`src/rtl/rv32_fetch_unit.sv`:
```
// Instruction fetch stage: owns the fetch PC, issues sequential word fetches on a
// req/gnt/rvalid bus and buffers returned words with their PCs for the core.
module rv32_fetch_unit #(
    parameter logic [31:0] RESET_VECTOR = 32'h0000_0000,
    parameter int unsigned DEPTH        = 4
) (
    input  logic        clk,
    input  logic        reset,
    output logic        imem_req,
    output logic [31:0] imem_addr,
    input  logic        imem_gnt,
    input  logic        imem_rvalid,
    input  logic [31:0] imem_rdata,
    output logic        instr_valid,
    input  logic        instr_ready,
    output logic [31:0] instr,
    output logic [31:0] instr_pc,
    input  logic        redirect_valid,
    input  logic [31:0] redirect_pc
);

    localparam int unsigned AW = $clog2(DEPTH);
    localparam int unsigned CW = AW + 1;
    localparam logic [CW:0] DEPTH_W = (CW + 1)'(DEPTH);

    logic [31:0]   r_fetch_pc;
    logic [31:0]   r_resp_pc;
    logic [CW-1:0] r_count;
    logic [CW-1:0] r_outstanding;
    logic [CW-1:0] r_drop_cnt;
    logic [AW-1:0] r_wptr;
    logic [AW-1:0] r_rptr;
    logic [31:0]   r_mem_instr [DEPTH];
    logic [31:0]   r_mem_pc    [DEPTH];

    logic [CW:0]   w_inflight;
    logic          w_issue;
    logic          w_push;
    logic          w_pop;
    logic [CW-1:0] w_out_after_rv;
    logic [CW-1:0] w_out_next;
    logic [31:0]   w_redirect_aligned;
    logic          w_unused_pc_lsbs;

    // FIFO slots are reserved at issue time, so in-flight requests count against DEPTH.
    assign w_inflight = {1'b0, r_count} + {1'b0, r_outstanding};
    assign imem_req   = !reset && !redirect_valid && (w_inflight < DEPTH_W);
    assign imem_addr  = r_fetch_pc;
    assign w_issue    = imem_req && imem_gnt;

    assign instr_valid = (r_count != '0) && !redirect_valid && !reset;
    assign instr       = r_mem_instr[r_rptr];
    assign instr_pc    = r_mem_pc[r_rptr];
    assign w_pop       = instr_valid && instr_ready;

    assign w_push = imem_rvalid && (r_drop_cnt == '0) && !redirect_valid;

    assign w_out_after_rv     = imem_rvalid ? (r_outstanding - CW'(1)) : r_outstanding;
    assign w_out_next         = w_issue ? (w_out_after_rv + CW'(1)) : w_out_after_rv;
    assign w_redirect_aligned = {redirect_pc[31:2], 2'b00};
    assign w_unused_pc_lsbs   = ^redirect_pc[1:0];

    always_ff @(posedge clk) begin
        if (reset) begin
            r_fetch_pc    <= RESET_VECTOR;
            r_resp_pc     <= RESET_VECTOR;
            r_count       <= '0;
            r_outstanding <= '0;
            r_drop_cnt    <= '0;
            r_wptr        <= '0;
            r_rptr        <= '0;
        end else if (redirect_valid) begin
            // Everything still in flight after this cycle's rvalid belongs to the old stream.
            r_fetch_pc    <= w_redirect_aligned;
            r_resp_pc     <= w_redirect_aligned;
            r_count       <= '0;
            r_outstanding <= w_out_next;
            r_drop_cnt    <= w_out_after_rv;
            r_wptr        <= '0;
            r_rptr        <= '0;
        end else begin
            r_outstanding <= w_out_next;
            if (w_issue) begin
                r_fetch_pc <= r_fetch_pc + 32'd4;
            end
            if (w_push) begin
                r_resp_pc <= r_resp_pc + 32'd4;
                r_wptr    <= r_wptr + AW'(1);
            end
            if (w_pop) begin
                r_rptr <= r_rptr + AW'(1);
            end
            if (imem_rvalid && (r_drop_cnt != '0)) begin
                r_drop_cnt <= r_drop_cnt - CW'(1);
            end
            case ({w_push, w_pop})
                2'b10:   r_count <= r_count + CW'(1);
                2'b01:   r_count <= r_count - CW'(1);
                default: r_count <= r_count;
            endcase
        end
    end

    always_ff @(posedge clk) begin
        if (w_push) begin
            r_mem_instr[r_wptr] <= imem_rdata;
            r_mem_pc[r_wptr]    <= r_resp_pc;
        end
    end

    a_no_overflow: assert property (@(posedge clk) disable iff (reset)
        w_push |-> (r_count != CW'(DEPTH)));

    a_rvalid_expected: assert property (@(posedge clk) disable iff (reset)
        imem_rvalid |-> (r_outstanding != '0));

endmodule

```
`config.mk`:
```
export PLATFORM = sky130hd
export DESIGN_NAME = rv32_fetch_unit
export DESIGN_NICKNAME = d
export VERILOG_FILES = /design/src/rtl/rv32_fetch_unit.sv
export SDC_FILE = /design/constraint.sdc
export NUM_CORES = 1
export LEC_CHECK = 0
export BUFFER_PORTS_ARGS = -buffer_cell sky130_fd_sc_hd__buf_2
export CAP_MARGIN = 20
export CORE_AREA = 2 2 150 152
export CTS_BUF_LIST = sky130_fd_sc_hd__clkbuf_16
export CTS_CLUSTER_DIAMETER = 150
export CTS_CLUSTER_SIZE = 40
export DETAILED_ROUTE_END_ITERATION = 12
export DIE_AREA = 0 0 152 154
export PLACE_DENSITY = 0.83
export SYNTH_ARGS = -nofsm -noshare
export SYNTH_HDL_FRONTEND = slang
export SYNTH_SLANG_ARGS = --single-unit
```
`constraint.sdc`:
```
create_clock -name clk -period 5.15 [get_ports clk]
set_input_delay 0.2575 -clock clk [delete_from_list [all_inputs] [get_ports clk]]
set_output_delay 0.2575 -clock clk [all_outputs]
set_load 0.005 [all_outputs]
```
==> results.txt <==
After synthesis, the share of cell area in mux cells is 11.0%. The time the worst path needs with I/O delays and setup was 3000 ps. The start-to-end type of the worst setup path was reg2out.

The final global-route overflow total is 0. The run finished with clean final reports. Setup violations remaining at the end of the flow were counted as 0. The logs give 14300 µm² for the placed cell area and 5.04 nW for the leakage component of the power. The sequential cells in the finished layout cover a total of 8950 µm². The number of H-tree levels is 1. Of all nets on the critical path, the largest fanout is 42. The longest clock path from root to sink contains 3 buffers.

Power spread over the standard cell area amounts to 302 nW/µm². The data required time at the worst endpoint was 4890 ps; the net count of the finished layout was 1117. Yosys mapped a number of flops with a built-in enable equal to 248.

Data arrives at the worst endpoint at 2740 ps. The routability congestion estimate is 0.918, and the filler cell count is 1408. The yosys synthesis warning count was 0. The worst IR drop on VDD was 0.224 mV. The fraction of registers with async set or reset after synthesis came out at 0%. The primary flip-flop cell chosen by synthesis mapping is sky130_fd_sc_hd__edfxtp_1. Setup repair after global routing left no endpoint under its margin. For the pin with the worst max-slew slack, the measured transition is 818 ps. After legalization and detailed placement, the total HPWL measured 18300 µm. The count of input and output buffers came out at 161. Of all cell types, the one taking the most synthesized area is sky130_fd_sc_hd__edfxtp_1.

Setup total negative slack: 0 ps. The first routing iteration left 547 violations. The routed length per placed instance came out at 20.7 µm. The post-synthesis compound-gate area fraction is 5.20%, and the depth of the worst register-to-register path is 6. Summed over its instances, the top area cell type makes up 56.3% of the synthesized netlist area.

The slowest stage of the critical path is the sky130_fd_sc_hd__dfxtp_4 cell. The wire length after detailed routing is 27200 µm, and the portion of the post-synthesis area used by sequential elements is 67.6%. The critical path goes through buf_4 > mux4_2 > buf_2. The number of antenna violations at the first check in global routing is 0, and the number of endpoints with negative hold slack in the final report is 0. Entering global routing, the biggest net connects 67 pins.

The dominant combinational cell family by area after synthesis is multiplexers. Adder and majority cell fraction of the synthesized area: 1.38%. The worst slack after detailed placement came out at 2200 ps. In this run the vertical extent of the chip is 154 µm.

The clock reaches the later pin of the worst-skew pair after 510 ps. Core utilization of the finished layout: 69.0%. The sort of element at the end of the critical path was an output port. The logs give 61.0% for the initial cell density of the core and 168 for the I/O pin count. The global-route wire length before repair is 42800 µm, and the via density per instance is 6.09. Each instance of the synthesized netlist takes up on average 15.4 µm².

The tools report the maximum achievable frequency as 333 MHz. The cell sitting at the root of the clock tree is a sky130_fd_sc_hd__clkbuf_16. STA classifies the critical path startpoint as a flop.

The xor-xnor portion of the synthesized cell area came out at 3.24%. For the total via count after detailed routing, the log shows 8009. The synthesized netlist contains 53 unique library cells. The area of the multi-input gates is 4000 µm², and the fraction of final layout cells sized beyond drive strength 1 is 26.0%. In the routed design, unresolved DRC markers number 0.

The startpoint of the worst-slack reg-to-reg timing path was r_count[2]. The run gives 0 as the number of diodes added for antenna fixing. After clock tree synthesis, the clock-pin slew on the worst setup and hold paths is 140 ps. The via count of the first global-routing pass came out at 7766. After Yosys synthesis, and, or, nand and nor cells account for 9.27% of the synthesized area. In this run the remaining antenna-violating nets after routing total 0.

The cell with the most instances after synthesis is sky130_fd_sc_hd__edfxtp_1. The tightest min-delay check is of the in2reg type. The first TritonRoute pass finished after 5 iterations. Ranked by total cell area, the synthesized netlist is headed by sky130_fd_sc_hd__edfxtp_1, sky130_fd_sc_hd__dfxtp_1, sky130_fd_sc_hd__mux4_2, sky130_fd_sc_hd__nor2_1, sky130_fd_sc_hd__xor2_1. The worst path meets setup with 2150 ps of slack.

On the final layout, the worst hold slack is 10.4 ps. The number of max-slew violations in the final report is 0. For the global-route usage over all layers, the log shows 23.1%. In this run the cell area of the synthesized design comes to 13200 µm². Counting flops and latches in the post-synthesis netlist gives 323.

The critical hold path startpoint is redirect_pc[14]. The worst hold path was traced through 3 stages. The width of the chip was 152 µm.

The share of the clock period used by the worst path after layout was 58.3%. Synthesis produced a netlist whose cell count is 860. With fillers left out, the area of the finished cells amounts to 15000 µm². The tree built by TritonCTS fans out to 323 sinks. The number of max-cap violations is 0, and the headroom to the max-slew limit is 45.5%. The total area inside the core boundary comes to 21700 µm². The largest clock skew in the final design was 61.2 ps; the cell row count was 54.

The largest single stage delay on the critical path is 900 ps. For the number of setup buffers added after CTS, the log shows 0. For the number of buffers created by CTS, the log shows 12.

TritonCTS built the clock tree. The commonest cells after synthesis are sky130_fd_sc_hd__edfxtp_1, sky130_fd_sc_hd__dfxtp_1, sky130_fd_sc_hd__mux4_2, sky130_fd_sc_hd__nor2_1, sky130_fd_sc_hd__nand2_1. The die outline area is 23400 µm², and the layout-stage area growth over the synthesis result is 13.1%.
==> stage by stage <==
step,power [mW],cells
6_report,4.52,1315
5_1_grt,4.66,1315
4_1_cts,4.53,1315
3_5_place_dp,3.36,1267
3_3_place_gp,3.34,1267
2_1_floorplan,3.21,863
==> kinds of logic (layout without fill, tap and decap cells) <==
kind of cell	after synthesis	count (layout)
XOR/XNOR	49	49
AND/OR/NAND/NOR	228	228
flip-flops	323	323
AO/OA/AOI/OAI	107	107
buffers and inverters	71	243
other	1	4
adder cells (fa/ha/maj)	14	14
multiplexers	67	67
==> cell usage in the layout (no fill, tap or decap), types with 11 or more instances in the layout <==
cell | synthesis | final
sky130_fd_sc_hd__edfxtp_1 | 248 | 248
sky130_fd_sc_hd__buf_2 | 8 | 161
sky130_fd_sc_hd__dfxtp_1 | 75 | 73
sky130_fd_sc_hd__mux4_2 | 62 | 62
sky130_fd_sc_hd__nor2_1 | 59 | 59
sky130_fd_sc_hd__nand2_1 | 47 | 47
sky130_fd_sc_hd__dlygate4sd3_1 | 0 | 32
sky130_fd_sc_hd__nand4_1 | 27 | 27
sky130_fd_sc_hd__xor2_1 | 25 | 25
sky130_fd_sc_hd__xnor2_1 | 24 | 24
sky130_fd_sc_hd__inv_1 | 23 | 24
sky130_fd_sc_hd__a21oi_1 | 23 | 23
sky130_fd_sc_hd__a31oi_1 | 23 | 23
sky130_fd_sc_hd__nand3_1 | 18 | 18
sky130_fd_sc_hd__o21ai_0 | 14 | 14
sky130_fd_sc_hd__a211oi_1 | 13 | 13
sky130_fd_sc_hd__and2_1 | 13 | 13
sky130_fd_sc_hd__ha_1 | 13 | 13
sky130_fd_sc_hd__clkbuf_16 | 0 | 13
sky130_fd_sc_hd__nor3_1 | 12 | 12
sky130_fd_sc_hd__o22ai_1 | 11 | 11
==> flip-flops by register name, summed over array words and instances, names as in the netlist, named ones only <==
register,flops
r_rptr,2
r_drop_cnt,3
r_wptr,2
r_count,3
r_mem_pc,120
r_resp_pc,30
r_outstanding,3
imem_addr,30
r_mem_instr,128
==> report_power, final <==
part	internal, mW	leakage (nW)	total, mW	switching [mW]
Sequential	2.89	2.88	2.96	0.0740
Clock	0.472	0.182	1.19	0.721
Combinational	0.164	1.98	0.365	0.201
==> worst paths after layout <==
check	slack, ps	end
hold / removal	10	imem_addr[14]
setup reg to reg	2450	imem_addr[17]
setup / recovery	2150	instr_pc[26]
hold reg to reg	520	r_wptr[1]
==> cell type report <==
class | instances | area share, %
clock inverter | 3 | 0.251
tap | 280 | 2.34
clock buffer | 13 | 2.17
timing repair buffer | 204 | 8.16
multi-input combinational | 469 | 26.7
sequential | 323 | 59.8
inverter | 23 | 0.577
==> routing by layer <==
layer / share of wire [%] / track usage [%]
met1: 42 / 33.4
met2: 49 / 39.1
met3: 6.9 / 2.42
met4: 1.8 / 4.67
met5: 0 / 0
==> critical path, delay by kind of cell, from the launching register on <==
family / cells / cell delay (ps)
DFF: 1 / 900
buffers and inverters: 2 / 670
muxes: 1 / 610
==> repair_timing <==
item,CTS,global route
resized for setup,0,0
hold buffers,32,0
endpoints found under the hold margin,125,0
No activity file was read; power rests on OpenSTA's default activity.
